$ cat src/rtl/inst_queue_pkg.sv
// Shared types and widths for the IF->ID instruction queue.
// ExcE_W is the width of the IF exception vector. IQ_ENTRY_W is the width of
// one stored entry, and the *_LSB values give each field's position in it.
package inst_queue_pkg;

  localparam int unsigned ExcE_W     = 8;
  localparam int unsigned IQ_ENTRY_W = 32 + 32 + 1 + ExcE_W + 1;

  // Field offsets inside a packed entry (has_exc in the LSB, pc in the MSBs)
  localparam int unsigned IQ_HAS_EXC_LSB = 0;
  localparam int unsigned IQ_EXCS_LSB    = IQ_HAS_EXC_LSB + 1;
  localparam int unsigned IQ_INSLOT_LSB  = IQ_EXCS_LSB + ExcE_W;
  localparam int unsigned IQ_INST_LSB    = IQ_INSLOT_LSB + 1;
  localparam int unsigned IQ_PC_LSB      = IQ_INST_LSB + 32;

  typedef struct packed {
    logic [31:0]       pc;
    logic [31:0]       inst;
    logic              inslot;
    logic [ExcE_W-1:0] excs;
    logic              has_exc;
  } iq_entry_t;

endpackage

$ cat src/rtl/inst_queue_ram.sv
// Storage for inst_queue.
// It is a DEPTH x W register array with one write port and one
// asynchronous read port. All entries clear on reset.
module iq_ram #(
  parameter int unsigned DEPTH = 4,
  parameter int unsigned PTR_W = 2,
  parameter int unsigned W     = 32
) (
  input  logic             clk,
  input  logic             rst_n,
  input  logic             we,
  input  logic [PTR_W-1:0] wr_addr,
  input  logic [W-1:0]     wr_data,
  input  logic [PTR_W-1:0] rd_addr,
  output logic [W-1:0]     rd_data
);

  logic [W-1:0] mem [DEPTH];

  // Register array: cleared on reset, one entry written per enabled cycle
  always_ff @(posedge clk or negedge rst_n) begin
    if (!rst_n) begin
      for (int unsigned i = 0; i < DEPTH; i++) mem[i] <= '0;
    end else if (we) begin
      mem[wr_addr] <= wr_data;
    end
  end

  assign rd_data = mem[rd_addr];

endmodule

$ cat src/rtl/inst_queue.sv
// Instruction queue between IF and ID. It buffers fetched
// {pc, inst, inslot, excs, has_exc} entries in FIFO order.
// Optional macro INST_QUEUE_BYPASS_EN: when the queue is empty, the IF
// entry is forwarded to ID combinationally. If ID also consumes it in that
// cycle, the entry is never written to storage.
module inst_queue
  import inst_queue_pkg::*;
#(
  parameter int unsigned DEPTH = 4,
  parameter int unsigned PTR_W = $clog2(DEPTH)
) (
  input  logic              clk,
  input  logic              rst_n,
  input  logic              flush_i,
  input  logic              if_valid_i,
  input  logic [31:0]       if_pc_i,
  input  logic [31:0]       if_inst_i,
  input  logic              if_inslot_i,
  input  logic [ExcE_W-1:0] if_excs_i,
  input  logic              if_has_exc_i,
  output logic              if_ready_o,
  output logic              id_valid_o,
  input  logic              id_ready_i,
  output logic [31:0]       id_pc_o,
  output logic [31:0]       id_inst_o,
  output logic              id_inslot_o,
  output logic [ExcE_W-1:0] id_excs_o,
  output logic              id_has_exc_o,
  output logic [PTR_W:0]    iq_count_o
);

  localparam logic [PTR_W:0] FULL_CNT = (PTR_W+1)'(DEPTH);

  logic [PTR_W-1:0] wr_ptr, rd_ptr;
  logic [PTR_W:0]   count;
  iq_entry_t        wr_entry, rd_entry, out_entry;
  logic             empty, push, pop, wr_en, rd_en;

  assign empty      = (count == '0);
  assign if_ready_o = (count != FULL_CNT);
  assign push       = if_valid_i & if_ready_o & ~flush_i;
  assign pop        = id_valid_o & id_ready_i;
  assign iq_count_o = count;

  assign wr_entry = '{pc: if_pc_i, inst: if_inst_i, inslot: if_inslot_i,
                      excs: if_excs_i, has_exc: if_has_exc_i};

`ifdef INST_QUEUE_BYPASS_EN
  logic bypass;
  // When the queue is empty, the head is the IF entry itself.
  // A pop in that case does not touch storage.
  assign bypass     = empty & ~flush_i;
  assign id_valid_o = bypass ? if_valid_i : (~empty & ~flush_i);
  assign out_entry  = bypass ? wr_entry : rd_entry;
  assign wr_en      = push & ~(bypass & id_ready_i);
  assign rd_en      = pop & ~empty;
`else
  assign id_valid_o = ~empty & ~flush_i;
  assign out_entry  = rd_entry;
  assign wr_en      = push;
  assign rd_en      = pop;
`endif

  assign id_pc_o      = out_entry.pc;
  assign id_inst_o    = out_entry.inst;
  assign id_inslot_o  = out_entry.inslot;
  assign id_excs_o    = out_entry.excs;
  assign id_has_exc_o = out_entry.has_exc;

  // Pointer and occupancy tracking; flush rewinds both pointers, storage is left as is
  always_ff @(posedge clk or negedge rst_n) begin
    if (!rst_n) begin
      wr_ptr <= '0;
      rd_ptr <= '0;
      count  <= '0;
    end else if (flush_i) begin
      wr_ptr <= '0;
      rd_ptr <= '0;
      count  <= '0;
    end else begin
      if (wr_en) wr_ptr <= wr_ptr + 1'b1;
      if (rd_en) rd_ptr <= rd_ptr + 1'b1;
      case ({wr_en, rd_en})
        2'b10:   count <= count + 1'b1;
        2'b01:   count <= count - 1'b1;
        default: count <= count;
      endcase
    end
  end

  iq_ram #(
    .DEPTH(DEPTH),
    .PTR_W(PTR_W),
    .W    (IQ_ENTRY_W)
  ) u_ram (
    .clk    (clk),
    .rst_n  (rst_n),
    .we     (wr_en),
    .wr_addr(wr_ptr),
    .wr_data(wr_entry),
    .rd_addr(rd_ptr),
    .rd_data(rd_entry)
  );

endmodule

$ cat config.mk
export PLATFORM = sky130hd
export DESIGN_NAME = inst_queue
export DESIGN_NICKNAME = d
export VERILOG_FILES = /design/src/rtl/inst_queue_pkg.sv /design/src/rtl/inst_queue_ram.sv /design/src/rtl/inst_queue.sv
export SDC_FILE = /design/constraint.sdc
export NUM_CORES = 1
export LEC_CHECK = 0
export ABC_AREA = 1
export CORE_ASPECT_RATIO = 0.9
export CORE_UTILIZATION = 56
export DETAILED_ROUTE_END_ITERATION = 8
export PLACE_DENSITY = 0.88
export SLEW_MARGIN = 30
export SYNTH_ARGS = -nofsm -noshare
export SYNTH_HDL_FRONTEND = slang
export SYNTH_SLANG_ARGS = --single-unit
$ cat constraint.sdc
create_clock -name clk -period 1.9 [get_ports clk]
set_input_delay 0.38 -clock clk [delete_from_list [all_inputs] [get_ports clk]]
set_output_delay 0.38 -clock clk [all_outputs]
set_load 0.02 [all_outputs]
### Word level (Yosys, flattened, before mapping)

Cells that the tools add are included.

* register bits after elaboration: 303
* latch bits: 0
* bits in writable memories: 0
* ROM bits: 0
* input port bits: 79
* output and inout port bits: 79
* logic and storage cells: 42
* memories kept: 0

* add/subtract/negate cells: 4
* multiply operators: 0
* div/mod/pow operators: 0
* magnitude comparators: 3
* eq/ne operators: 3
* shift operators: 0
* mux-type cells: 12
* bitwise gates (word level): 8
* reductions and logical operators: 5

Operators by type and width (number)
* $bwmux 296: 1
* $mux 74: 3
* $bmux 74 s2: 1
* $demux 74 s2: 1
* $mux 2: 4
* $ge 3x3->1 const B: 2
* $not 2->3: 2
* $pmux 3 s2: 1
* $add 2x1->2 const B: 2
* $and 1x1->1: 4
* $reduce_bool 2->1: 2
* $add 3x1->3 const B: 1
* $logic_not 3->1: 1
* $lt 3x1->1 const B: 1
* $mux 3: 1
* $ne 3x3->1 const B: 1
* $reduce_bool 3->1: 1
* $sub 3x1->3 const B: 1
* $eq 2x1->1 const B: 1
* $eq 2x2->1 const B: 1
* $not 1->1: 2
* $logic_and 1x1->1: 1

### Longest topological paths before layout

Gate-level depths: netlist of run 1.

* depth after elaboration: 7
* gate-level depth with buffers: 12
* mapped depth without buffers: 12

### Modules after synthesis

A second synthesis of run 1 with hierarchy kept.

* cell total of the unflattened synthesis: 2213
* area, all modules: 15748.9 µm²

By module, submodules not included
* iq_ram: times used 1, cells an instance 2161, area an instance 15290.9 µm², seq. area each 7407.1 µm²
* inst_queue: times used 1, cells an instance 52, area an instance 457.9 µm², seq. area each 175.2 µm²

### Worst setup path after synthesis of run 1

Ideal clock, no wire load.

* path type: register -> register
* from: register count[2] (netlist: iq_count_o[2])
* to: register count[2] (netlist: iq_count_o[2])
* library setup time: 117 ps
* arrival: 1944 ps
* data required time: 1783 ps
* setup slack: -161 ps
* stages on the path, launching flop included: 12
* path buffers: 0
* period minus slack after synthesis: 2061 ps
* cells stage by stage: dfrtp_1 > inv_1 > a21oi_1 > nand3_1 > inv_1 > fa_1 > xnor2_1 > inv_1 > nand2_1 > nand2_1 > nand2_1 > nand2_1

* cells in the longest elaborated chain, start to end: 7
* elaborated cells on any way between the ends: 14
* classes of those cells: 2 x add/sub; 3 x eq/ne; 2 x mux; 5 x bitwise; 2 x reduce/logical

Ends and longest elaborated chain
* start: declaration: RTL line inst_queue.sv:35 `logic [PTR_W:0] count;`
* start signal: assignment: RTL line inst_queue.sv:84 `2'b10: count <= count + 1'b1;`
* start signal: assignment: RTL line inst_queue.sv:85 `2'b01: count <= count - 1'b1;`
* start signal: assignment: RTL line inst_queue.sv:86 `default: count <= count;`
* $logic_not 3->1 *: RTL line inst_queue.sv:39 `assign empty = (count == '0);`
* $not 1->1 *: RTL line inst_queue.sv:58 `assign id_valid_o = ~empty & ~flush_i;`
* $and 1x1->1 *: RTL line inst_queue.sv:58
* net id_valid_o: RTL line inst_queue.sv:22 `output logic id_valid_o,`
* $and 1x1->1 *: RTL line inst_queue.sv:42 `assign pop = id_valid_o & id_ready_i;`
* $eq 2x1->1 / $eq 2x2->1 (equally long branches): RTL line inst_queue.sv:83 `case ({wr_en, rd_en})`
* $pmux 3 s2: RTL line inst_queue.sv:83
* $mux 3: RTL line inst_queue.sv:76 `end else if (flush_i) begin`

Mark *: on every way through the listed nets, which the timed path passes. The rest lies on a longest branch.
A chain may end at the register's enable or synchronous reset.

### Worst setup path in the final report of run 1

* from: register rd_ptr[0]
* to: output id_inst_o[2]

* cells in the longest elaborated chain, start to end: 4

Ends and longest elaborated chain
* start: declaration: RTL line inst_queue.sv:34 `logic [PTR_W-1:0] wr_ptr, rd_ptr;`
* start signal: assignment: RTL line inst_queue.sv:82 `if (rd_en) rd_ptr <= rd_ptr + 1'b1;`
* $not 2->3 (implied by the code): RTL line inst_queue_ram.sv:29 `assign rd_data = mem[rd_addr];`
* $bmux 74 s2: RTL line inst_queue_ram.sv:29
* $mux 74 (implied by the code) (2 in a row): RTL line inst_queue_ram.sv:29
* end: declaration: RTL line inst_queue.sv:25 `output logic [31:0] id_inst_o,`

Every way passes these cells. The select of a mux whose other input is x is not followed.

==> metrics.md, run 1 <==
| Metric | Value |
|---|---|
| CP Max Fanout | `19` |
| Routed via count | `11.7k` |
| CP peak stage delay | `0.56 ns` |
| Netlist cell types | `22` |
| Die Span Y | `148 um` |
| Syn Inst Count | `1505` |
| First-pass GRT wire length | `55.9 mm` |
| Routed WL per cell | `18.3 um` |
| #FFs+latches synth | `303` |
| Starting density of the core | `57.1%` |
| Total grt overflow | `0` |
| Clock Skew | `0.0107 ns` |
| Die area | `24400 um2` |
| # DRC | `0` |
| Post-synthesis sequential area ratio | `56.9%` |
| Final setup fails | `74` |
| Setup CP Type | `flop to primary output` |
| H-tree depth | `1` |
| Worst Path Buf+Inv | `3` |
| Gr usage total | `28.4%` |
| Via/cell ratio | `5.89` |
| Layout cell share with drive strength beyond 1 | `18.6%` |
| Vias in the first global route | `11.4k` |
| Critical Path End Type | `primary output` |
| Status | `finished with violations` |
| Core ar. | `23300 um2` |
| Crit path launch type | `flop` |
| Buffers on Ports | `157` |
| Fin crit share | `124%` |
| TritonCTS Buffers | `31` |
| Power per Cell Area | `1770 nW/um2` |
| Clock Tree Root | `clkbuf_16` |
| CP required | `1.52 ns` |
| Final setup margin | `-0.465 ns` |
| Post-Syn Area | `13300 um2` |
| Synth Area per Inst | `8.86 um2` |
| Most common cell on crit path | `buf_12` |
| Multi-input logic area | `5070 um2` |
| Clock Latency Late Sink | `0.54 ns` |
| Fin nets | `1740` |
| Iter 0 DRT Violations | `1358` |
| Antenna violations before repair | `0` |
| Hold Crit Class | `input port to asynchronous set/reset pin` |
| Failing checks | `negative setup slack` |
| I/O pin count | `158` |
| Slew Limit Fails | `0` |
| Synth area leaders | `dfrtp_1 57%, nand2_1 8.8%, o21ai_0 8.8%, o21ai_1 8.1%, nor2_1 4.2%` |
| Area Overhead vs Synth | `27.0%` |
| Slowest stage cell on the critical path | `dfrtp_4` |
| Crit path cell chain | `buf_12 > buf_12 > o21ai_1 > o22ai_1 > buf_4` |
| CTS tree | `done` |
| Fillers | `1603` |
| FMAX | `423 MHz` |
| Gpl congestion | `0.815` |
| Placed Cells | `1909` |
| Leak Pwr | `0.00812 uW` |
| Top cell type's share of synthesized area | `56.9%` |
| Final hold slack | `0.340 ns` |
| Synth area leader | `dfrtp_1` |
| RSZ-0062 raised after global routing | `yes` |
| Worst Max-Slew Pin Slew | `0.387 ns` |
| Endpoints failing hold | `0` |
| Clock net sink count | `303` |
| Hpwl dp | `20.1 mm` |
| DIE WIDTH | `165 um` |
| Power, Total | `30000 uW` |
| Layout Cells excl Fill | `1981` |
| ANT cells | `0` |
| CTS max path bufs | `3` |
| Fin util | `72.5%` |
| Pre-Repair DR Iteration Count | `5` |
| Reg area | `7590 um2` |
| Site Rows | `53` |
| Minimum clock period after layout | `2.37 ns` |
| Syn. warnings | `0` |
| Max-cap check violation count | `0` |
| Worst slew margin | `74.2%` |
| Post-Route WL | `36.2 mm` |
| CP arrival | `1.99 ns` |
| Antenna-violating nets left | `0` |
| Clock slew at reported path FFs | `0.06 ns` |
| Maximum VDD drop | `0.00124 V` |
| Mapped Nets | `1589` |
| Pin count of the biggest net entering global routing | `83` |
| Cell family with most CP delay | `flip-flops` |
==> cell type report <==
cell class | instances | share of cell area [%]
clock buffers | 42 | 5.24
clock inverters | 14 | 0.953
inverters | 84 | 1.95
multi-input cells | 1006 | 29.9
flip-flops and latches | 303 | 44.8
well taps | 302 | 2.23
repair buffers | 230 | 14.9
==> repair_timing <==
action                                 CTS  global route
resized for setup                      419           218
hold buffers                             1             0
pin swaps                               13            22
gates cloned                             3             7
endpoints found under the hold margin   37             0
buffers inserted                         0             6
setup endpoints to repair               80            80
==> worst register-to-register path: stages, from the launching register on <==
cell and delay, ns:
dfrtp_2 0.43, nor2_4 0.17, buf_6 0.13, a21oi_4 0.07, nand3_2 0.08, inv_1 0.05
fa_2 0.36, xnor2_2 0.16, inv_1 0.07, nand2_1 0.07, nand2_1 0.05, nand2_1 0.06
nand2_1 0.05
==> logic make-up (layout without fill, tap and decap cells) <==
logic type               Yosys count  after routing  synth area share (%)
flip-flops                       303            303                  56.9
buffers and inverters            196            370                  8.21
AO/OA/AOI/OAI                    526            526                  20.4
XOR/XNOR                           1              1                0.0657
adder cells (fa/ha/maj)            5              5                 0.526
AND/OR/NAND/NOR                  474            474                  13.9
==> per-stage QoR <==
stage	instance area [um2]	TNS (ns)	worst slack, ns
after global placement	15200	-17.49	-0.324
final	16900	-26.48	-0.465
after CTS	16300	-26.53	-0.467
after global routing	16900	-31.19	-0.513
after floorplan	13300	0	0.0202
after detailed placement	15200	-20.36	-0.355
==> cells in the mapped netlist, drive strengths merged <==
library cell and count:
clkbuf 45, inv 84, xnor2 1, nor2 151, nor3 1, a21oi 2
nand4 1, nand3 2, o21ai 450, nand2 319, o22ai 74, dfrtp 303
ha 4, fa 1, buf 67
==> sequential cells by signal (all words and copies together), names as in the netlist <==
signal      cells
iq_count_o      3
wr_ptr          2
u_ram.mem     296
rd_ptr          2
==> placed cells by master (no fill, tap or decap), types with 7 or more instances in the layout <==
cell and count:
buf_12 25, buf_4 86, buf_6 19, clkbuf_16 38, clkbuf_8 7, clkdlybuf4s50_1 77
clkinv_2 8, dfrtp_1 299, inv_1 82, nand2_1 313, nor2_1 118, nor2_2 30
o21ai_0 116, o21ai_1 295, o21ai_2 37, o22ai_1 52, o22ai_2 22
==> power by group <==
| part | internal [uW] | switching, uW | total, uW | leakage (uW) |
|---|---|---|---|---|
| clock network | 3670 | 2540 | 6210 | 0.000518 |
| logic | 5560 | 7130 | 12700 | 0.00372 |
| registers | 9260 | 1880 | 11100 | 0.00388 |
==> per-layer routing <==
metal	global-route usage, %	routed length [um]	vias to the layer above	share of wire, %
met2	47.7	18000	587	50
met5	0	0	-	0
met1	36.9	14400	5693	40
met4	10.2	988	0	2.7
met3	5.27	2800	82	7.7
li1	-	-	5308	-
==> worst paths after layout <==
check	slack, ns	from	cells past startpoint	to
max	-0.47	rd_ptr[0]	5	id_inst_o[2]
min	0.34	rst_n	2	u_ram.mem[291]
max reg2reg	0.02	iq_count_o[0]	12	iq_count_o[2]
min reg2reg	0.48	u_ram.mem[78]	2	u_ram.mem[78]
max in group asynchronous	0.89	rst_n	3	u_ram.mem[104]
min in group clk	0.45	if_inst_i[22]	3	u_ram.mem[106]
Power figures use the tool's default switching activity.
==> run 2, diff against run 1 <==
--- a/config.mk
+++ b/config.mk
@@ -7,10 +7,11 @@
 export LEC_CHECK = 0
 export ABC_AREA = 1
 export CORE_ASPECT_RATIO = 0.9
-export CORE_UTILIZATION = 56
+export CORE_UTILIZATION = 58
 export DETAILED_ROUTE_END_ITERATION = 8
-export PLACE_DENSITY = 0.88
+export PLACE_DENSITY = 0.89
 export SLEW_MARGIN = 30
 export SYNTH_ARGS = -nofsm -noshare
 export SYNTH_HDL_FRONTEND = slang
+export SYNTH_HIERARCHICAL = 1
 export SYNTH_SLANG_ARGS = --single-unit
==> run 2 against run 1 <==
Compared with the run above: the run still ends with negative setup slack left; count of clock-buffer cells in the layout rose by 11; via count increased by 36%; critical path type unchanged; final area rose by 18%; largest cell class unchanged; hold slack got worse by 0.015 ns; clock skew fell by 0.0021 ns; area after synthesis increased by 18%; synthesized cell count increased by 47%; first-iteration DRC count increased by 62%; largest power group is now sequential cells; sequential cell count did not move; power fell by 20%.
==> metrics.md, run 2 <==
| Metric | Value |
|---|---|
| Iter 0 DRT Violations | `2200` |
| Clock Skew | `0.00856 ns` |
| TritonCTS Buffers | `31` |
| Mapped Nets | `2293` |
| Most common cell after layout, fill and taps aside | `nand2_1` |
| Largest Register | `u_ram/mem` |
| Slowest stage cell on the critical path | `dfrtp_4` |
| Fin crit share | `123%` |
| Layout cell share with drive strength beyond 1 | `15.4%` |
| Most frequent cells in the layout | `827 x nand2_1, 373 x inv_1, 297 x dfrtp_1` |
| Synth Area per Inst | `7.12 um2` |
| Netlist cell types | `25` |
| Syn Inst Count | `2213` |
| Post-DP Area | `18100 um2` |
| Gpl congestion | `0.858` |
| Post-synthesis sequential area ratio | `48.1%` |
| Clock Tree Root | `clkbuf_16` |
| Worst Max-Slew Pin Slew | `0.589 ns` |
| Power per Cell Area | `1210 nW/um2` |
| Buffers on Ports | `157` |
| Minimum clock period after layout | `2.34 ns` |
| Final instance area | `20000 um2` |
| Clock Latency Late Sink | `0.56 ns` |
| CP Max Fanout | `6` |
| Status | `finished with violations` |
| Starting density of the core | `59.8%` |
| CTS tree | `done` |
| Max-cap check violation count | `0` |
| Setup CP Type | `flop to primary output` |
| Gr usage total | `35.2%` |
| Final setup margin | `-0.442 ns` |
| Antenna-violating nets left | `0` |
| DIE WIDTH | `176 um` |
| Power, Total | `24100 uW` |
| Fin util | `75.9%` |
| Area Overhead vs Synth | `27.1%` |
| Post-Syn Area | `15700 um2` |
| Fillers | `1721` |
| Fin nets | `2429` |
| Layout Cells excl Fill | `2722` |
| Failing checks | `negative setup slack` |
| Die Span Y | `158 um` |
| #FFs+latches synth | `303` |
| Placed Cells | `2641` |
| Endpoints failing hold | `0` |
| Worst Path Buf+Inv | `5` |
| Crit path cell chain | `inv_12 > buf_12 > buf_12 > buf_16 > nand2_2 > nand3_2 > nand2_2 > buf_6` |
| Worst slew margin | `60.4%` |
| Via/cell ratio | `5.82` |
| Pin count of the biggest net entering global routing | `76` |
| Routed via count | `15.8k` |
| # DRC | `0` |
| Final hold slack | `0.325 ns` |
| Slew Limit Fails | `0` |
| Top cell type's share of synthesized area | `48.1%` |
| Maximum VDD drop | `0.000933 V` |
| CP peak stage delay | `0.59 ns` |
| Sw frac | `36.4%` |
| First-pass GRT wire length | `77.7 mm` |
| Routed WL per cell | `18.2 um` |
| Vias in the first global route | `15.8k` |
| Core ar. | `26300 um2` |
| Total grt overflow | `0` |
| Crit path launch type | `flop` |
| Max reg flops | `296` |
| Clock share of power | `26.5%` |
| Cell family with most CP delay | `buffers and inverters` |
| FMAX | `427 MHz` |
| Site Rows | `56` |
| CP required | `1.52 ns` |
| Die area | `27800 um2` |
| Clock slew at reported path FFs | `0.06 ns` |
| Final setup fails | `74` |
| Post-Route WL | `49.5 mm` |
| Pre-Repair DR Iteration Count | `6` |
| Hpwl dp | `26.9 mm` |
| CP arrival | `1.96 ns` |
| Share of flip-flops with an asynchronous set or reset | `100%` |
| Primary FF master, synth | `dfrtp_1` |
| RSZ-0062 raised after global routing | `yes` |
| EDFF count, synth | `0` |
| Antenna violations before repair | `1` |
| Clock net sink count | `303` |
| Int Power | `15300 uW` |
| Critical Path End Type | `primary output` |
| Synth area leaders | `dfrtp_1 48%, nand2_1 22%, inv_1 8.9%, nand3_1 7.3%, nand4_1 5.9%` |
| Hold Crit Class | `input port to asynchronous set/reset pin` |
| CTS max path bufs | `3` |
| Sequential Power Share | `38.2%` |
| Most common cell in the netlist | `nand2_1` |
| Logic pwr share | `35.3%` |
| Syn. warnings | `6` |
| I/O pin count | `158` |
| P_sw | `8780 uW` |
| Leak Pwr | `0.0109 uW` |
| Synth area leader | `dfrtp_1` |
| Top cells by count, synth | `903 x nand2_1, 375 x inv_1, 303 x dfrtp_1` |
| H-tree depth | `1` |
run 2: cell families (layout without fill, tap and decap cells):
kind of cell,count (synthesis),after routing,share of synthesized area (%)
DFF,303,303,48.1
other,0,1,0
adders and majority gates,1,1,0.127
buffers and inverters,535,695,13.6
and+or+nand+nor,1292,1292,35.4
xor gates and xnor gates,1,1,0.0556
AOI/OAI and AO/OA,81,81,2.65
run 2: through the flow:
step                worst slack [ns]  setup TNS, ns
floorplan                     0.0177              0
global placement              -0.208         -18.87
detailed placement            -0.252         -23.11
CTS                           -0.492         -25.89
global route                  -0.482         -30.31
finish                        -0.442         -26.90
run 2: layout make-up:
| type | count | area (um2) | area share, % |
|---|---|---|---|
| repair inverters | 1 | 11.3 | 0.0563 |
| inverters | 381 | 1450 | 7.22 |
| diodes | 1 | 2.50 | 0.0125 |
| clock buffers | 53 | 968 | 4.84 |
| well taps | 348 | 435 | 2.18 |
| multi-input cells | 1375 | 6560 | 32.8 |
| flip-flops and latches | 303 | 7590 | 37.9 |
| clock inverters | 4 | 95.1 | 0.475 |
| repair buffers | 256 | 2900 | 14.5 |
run 2: worst reg2reg max path: cells and delay by family (launching register included):
family / cells / cell delay (ns)
and+or+nand+nor: 7 / 0.56
DFF: 1 / 0.42
adders and majority gates: 1 / 0.40
xor gates and xnor gates: 1 / 0.17
AOI/OAI and AO/OA: 1 / 0.14
run 2: layer usage:
metal	track usage (%)	share of wire [%]	up-vias
li1	-	-	7073
met1	43.8	37	7491
met2	58.9	48	1077
met3	6.54	11	201
met4	18.8	4.1	0
met5	0	0	-
run 2: timing repair:
item / in CTS / in global routing
hold endpoints to repair: 44 / 0
hold buffers: 1 / 0
pin swaps: 11 / 22
endpoints found under the setup margin: 79 / 76
gates cloned: 8 / 5
setup buffers: 7 / 6
gates resized for setup: 394 / 153
run 2: worst paths after layout:
kind | startpoint | to | slack [ns] | cells past startpoint
max in group asynchronous | rst_n | u_ram/mem[68] | 0.82 | 3
worst max-delay path | rd_ptr[0] | id_pc_o[21] | -0.44 | 8
worst min-delay path | rst_n | u_ram/mem[132] | 0.33 | 2
worst min register to register | u_ram/mem[108] | u_ram/mem[108] | 0.47 | 2
min in group clk | if_inst_i[20] | u_ram/mem[30] | 0.46 | 3
worst max register to register | iq_count_o[0] | iq_count_o[2] | 0.10 | 10
run 2: power by group through the flow:
| stage | combinational (uW) | clock (uW) | sequential, uW |
|---|---|---|---|
| final | 8520 | 6390 | 9210 |
| after global placement | 7160 | 0 | 9080 |
| after CTS | 7720 | 6360 | 9130 |
| after global routing | 9300 | 6660 | 9380 |
| after floorplan | 4620 | 0 | 8950 |
| after detailed placement | 7420 | 0 | 9190 |
==> run 3, diff against run 2 <==
--- a/config.mk
+++ b/config.mk
@@ -7,9 +7,9 @@
 export LEC_CHECK = 0
 export ABC_AREA = 1
 export CORE_ASPECT_RATIO = 0.9
-export CORE_UTILIZATION = 58
+export CORE_UTILIZATION = 38
 export DETAILED_ROUTE_END_ITERATION = 8
-export PLACE_DENSITY = 0.89
+export PLACE_DENSITY = 0.65
 export SLEW_MARGIN = 30
 export SYNTH_ARGS = -nofsm -noshare
 export SYNTH_HDL_FRONTEND = slang
==> run 3 against run 2 <==
Compared with the run above: the flow still finishes with violations (negative setup slack); clock power increased by 16%; utilization decreased by 23 points; routed wire length increased by 2.4%; combinational power increased by 7.5%; maximum frequency increased by 3.0%; sequential cell count unchanged; power increased by 6.5%; count of clock-buffer cells in the layout increased by 2.
==> metrics.md, run 3 (synthesized netlist as in run 2, its figures left out) <==
| Metric | Value |
|---|---|
| RR Startpoint | `iq_count_o[0]` |
| Pre-Repair DR Iteration Count | `5` |
| # DRC | `0` |
| TritonCTS Buffers | `37` |
| Setup CP Type | `flop to primary output` |
| Iter 0 DRT Violations | `1344` |
| Antenna-violating nets left | `0` |
| Site Rows | `70` |
| Layout Cells excl Fill | `2946` |
| Placed Cells | `2844` |
| Routed WL per cell | `17.2 um` |
| Gr usage total | `23.9%` |
| CP required | `1.52 ns` |
| Crit path launch type | `flop` |
| Vias in the first global route | `15.0k` |
| Buffers on Ports | `157` |
| First-pass GRT wire length | `80.7 mm` |
| Core ar. | `40700 um2` |
| DIE WIDTH | `217 um` |
| Die Span Y | `195 um` |
| Layout cell share with drive strength beyond 1 | `20.6%` |
| Worst-case reg-to-reg path depth | `10` |
| Worst Max-Slew Pin Slew | `0.553 ns` |
| Pre-CTS setup slack | `-0.257 ns` |
| Minimum clock period after layout | `2.27 ns` |
| RSZ-0062 raised after global routing | `yes` |
| Clock Latency Late Sink | `0.53 ns` |
| Fin util | `52.7%` |
| Critical R2R Capture | `iq_count_o[2]` |
| Final hold slack | `0.366 ns` |
| Most frequent cells in the layout | `783 x nand2_1, 373 x inv_1, 297 x dfrtp_1` |
| Endpoints failing hold | `0` |
| Post-Route WL | `50.7 mm` |
| Register-to-Register Setup Slack | `0.14 ns` |
| CTS tree | `done` |
| Power per Cell Area | `1200 nW/um2` |
| Max reg flops | `296` |
| Multi-input logic area | `6970 um2` |
| Power, Total | `25700 uW` |
| Clock slew at reported path FFs | `0.06 ns` |
| Critical Path End Type | `primary output` |
| Antenna violations before repair | `1` |
| H-tree depth | `2` |
| Slew Limit Fails | `0` |
| Area Overhead vs Synth | `36.3%` |
| Die area | `42300 um2` |
| CP Max Fanout | `5` |
| Status | `finished with violations` |
| Routed via count | `14.9k` |
| CP arrival | `1.89 ns` |
| Leak Pwr | `0.0114 uW` |
| Failing checks | `negative setup slack` |
| Fin nets | `2460` |
| Max-cap check violation count | `0` |
| Starting density of the core | `38.7%` |
| Hpwl dp | `28.2 mm` |
| Total grt overflow | `0` |
| Final setup fails | `74` |
| Gpl congestion | `0.831` |
| Fin crit share | `120%` |
| Hold Crit Class | `input port to asynchronous set/reset pin` |
| Worst slew margin | `63.1%` |
| Via/cell ratio | `5.07` |
| Clock Skew | `0.0160 ns` |
| FMAX | `440 MHz` |
| CTS max path bufs | `3` |
| Clock net sink count | `303` |
| I/O pin count | `158` |
| Largest Register | `u_ram/mem` |
| Clock Tree Root | `clkbuf_16` |
| Maximum VDD drop | `0.000560 V` |
| Final setup margin | `-0.374 ns` |
| Reg area | `7590 um2` |
| Fillers | `3744` |
| Most common cell after layout, fill and taps aside | `nand2_1` |
| Pin count of the biggest net entering global routing | `75` |
==> run 3: worst max-delay path by stage <==
stage	startpoint	to	depth (start not counted)
4_1_cts	rd_ptr[0]	id_inst_o[2]	8
2_1_floorplan	iq_count_o[1]	iq_count_o[2]	11
3_3_place_gp	flush_i	iq_count_o[2]	10
3_5_place_dp	flush_i	iq_count_o[2]	10
6_report	rd_ptr[0]	id_excs_o[6]	8
5_1_grt	rd_ptr[0]	id_excs_o[6]	8
==> run 3: metal layers <==
metal  GRT usage [%]  vias up  part of all wire, %
met3            3.58       87                  6.8
met1            32.6     7158                   43
met4            7.41        0                  2.3
li1                -     7146                    -
met5               0        -                    0
met2            39.1      540                   48
==> run 3: layout make-up <==
| class | count | area share [%] |
|---|---|---|
| inverter | 381 | 6.73 |
| tap | 540 | 3.15 |
| clock inverter | 9 | 0.624 |
| clock buffer | 55 | 5.34 |
| antenna | 1 | 0.0117 |
| sequential | 303 | 35.4 |
| timing repair buffer | 282 | 16.3 |
| multi-input combinational | 1375 | 32.5 |
==> run 3: per-stage QoR <==
| step | cell area (um2) | TNS (ns) |
|---|---|---|
| finish | 21500 | -21.64 |
| detailed placement | 18600 | -42.29 |
| global route | 21500 | -25.47 |
| floorplan | 15800 | 0 |
| CTS | 20600 | -24.13 |
| global placement | 18600 | -34.10 |
==> run 3: timing repair <==
item                                    4_1_cts  5_1_grt
endpoints found under the setup margin       79       77
endpoints found under the hold margin        36        0
buffers inserted                             14        9
cloned                                       14        4
hold buffers                                  1        0
pin swaps                                    12       35
resized for setup                           475      212
==> run 3: power breakdown <==
part / internal (uW) / total (uW) / switching [uW] / leakage, uW
combinational: 3860 / 9160 / 5300 / 0.00689
clock: 4580 / 7390 / 2810 / 0.000635
sequential: 8170 / 9120 / 952 / 0.00387
==> run 3: worst max-delay path, cell delays in order (launching register included) <==
cell and delay [ns]:
dfrtp_4 0.53, inv_8 0.12, buf_12 0.13, buf_8 0.12, clkbuf_16 0.15, nand2_2 0.06
nand3_2 0.07, nand2_2 0.06, buf_6 0.13
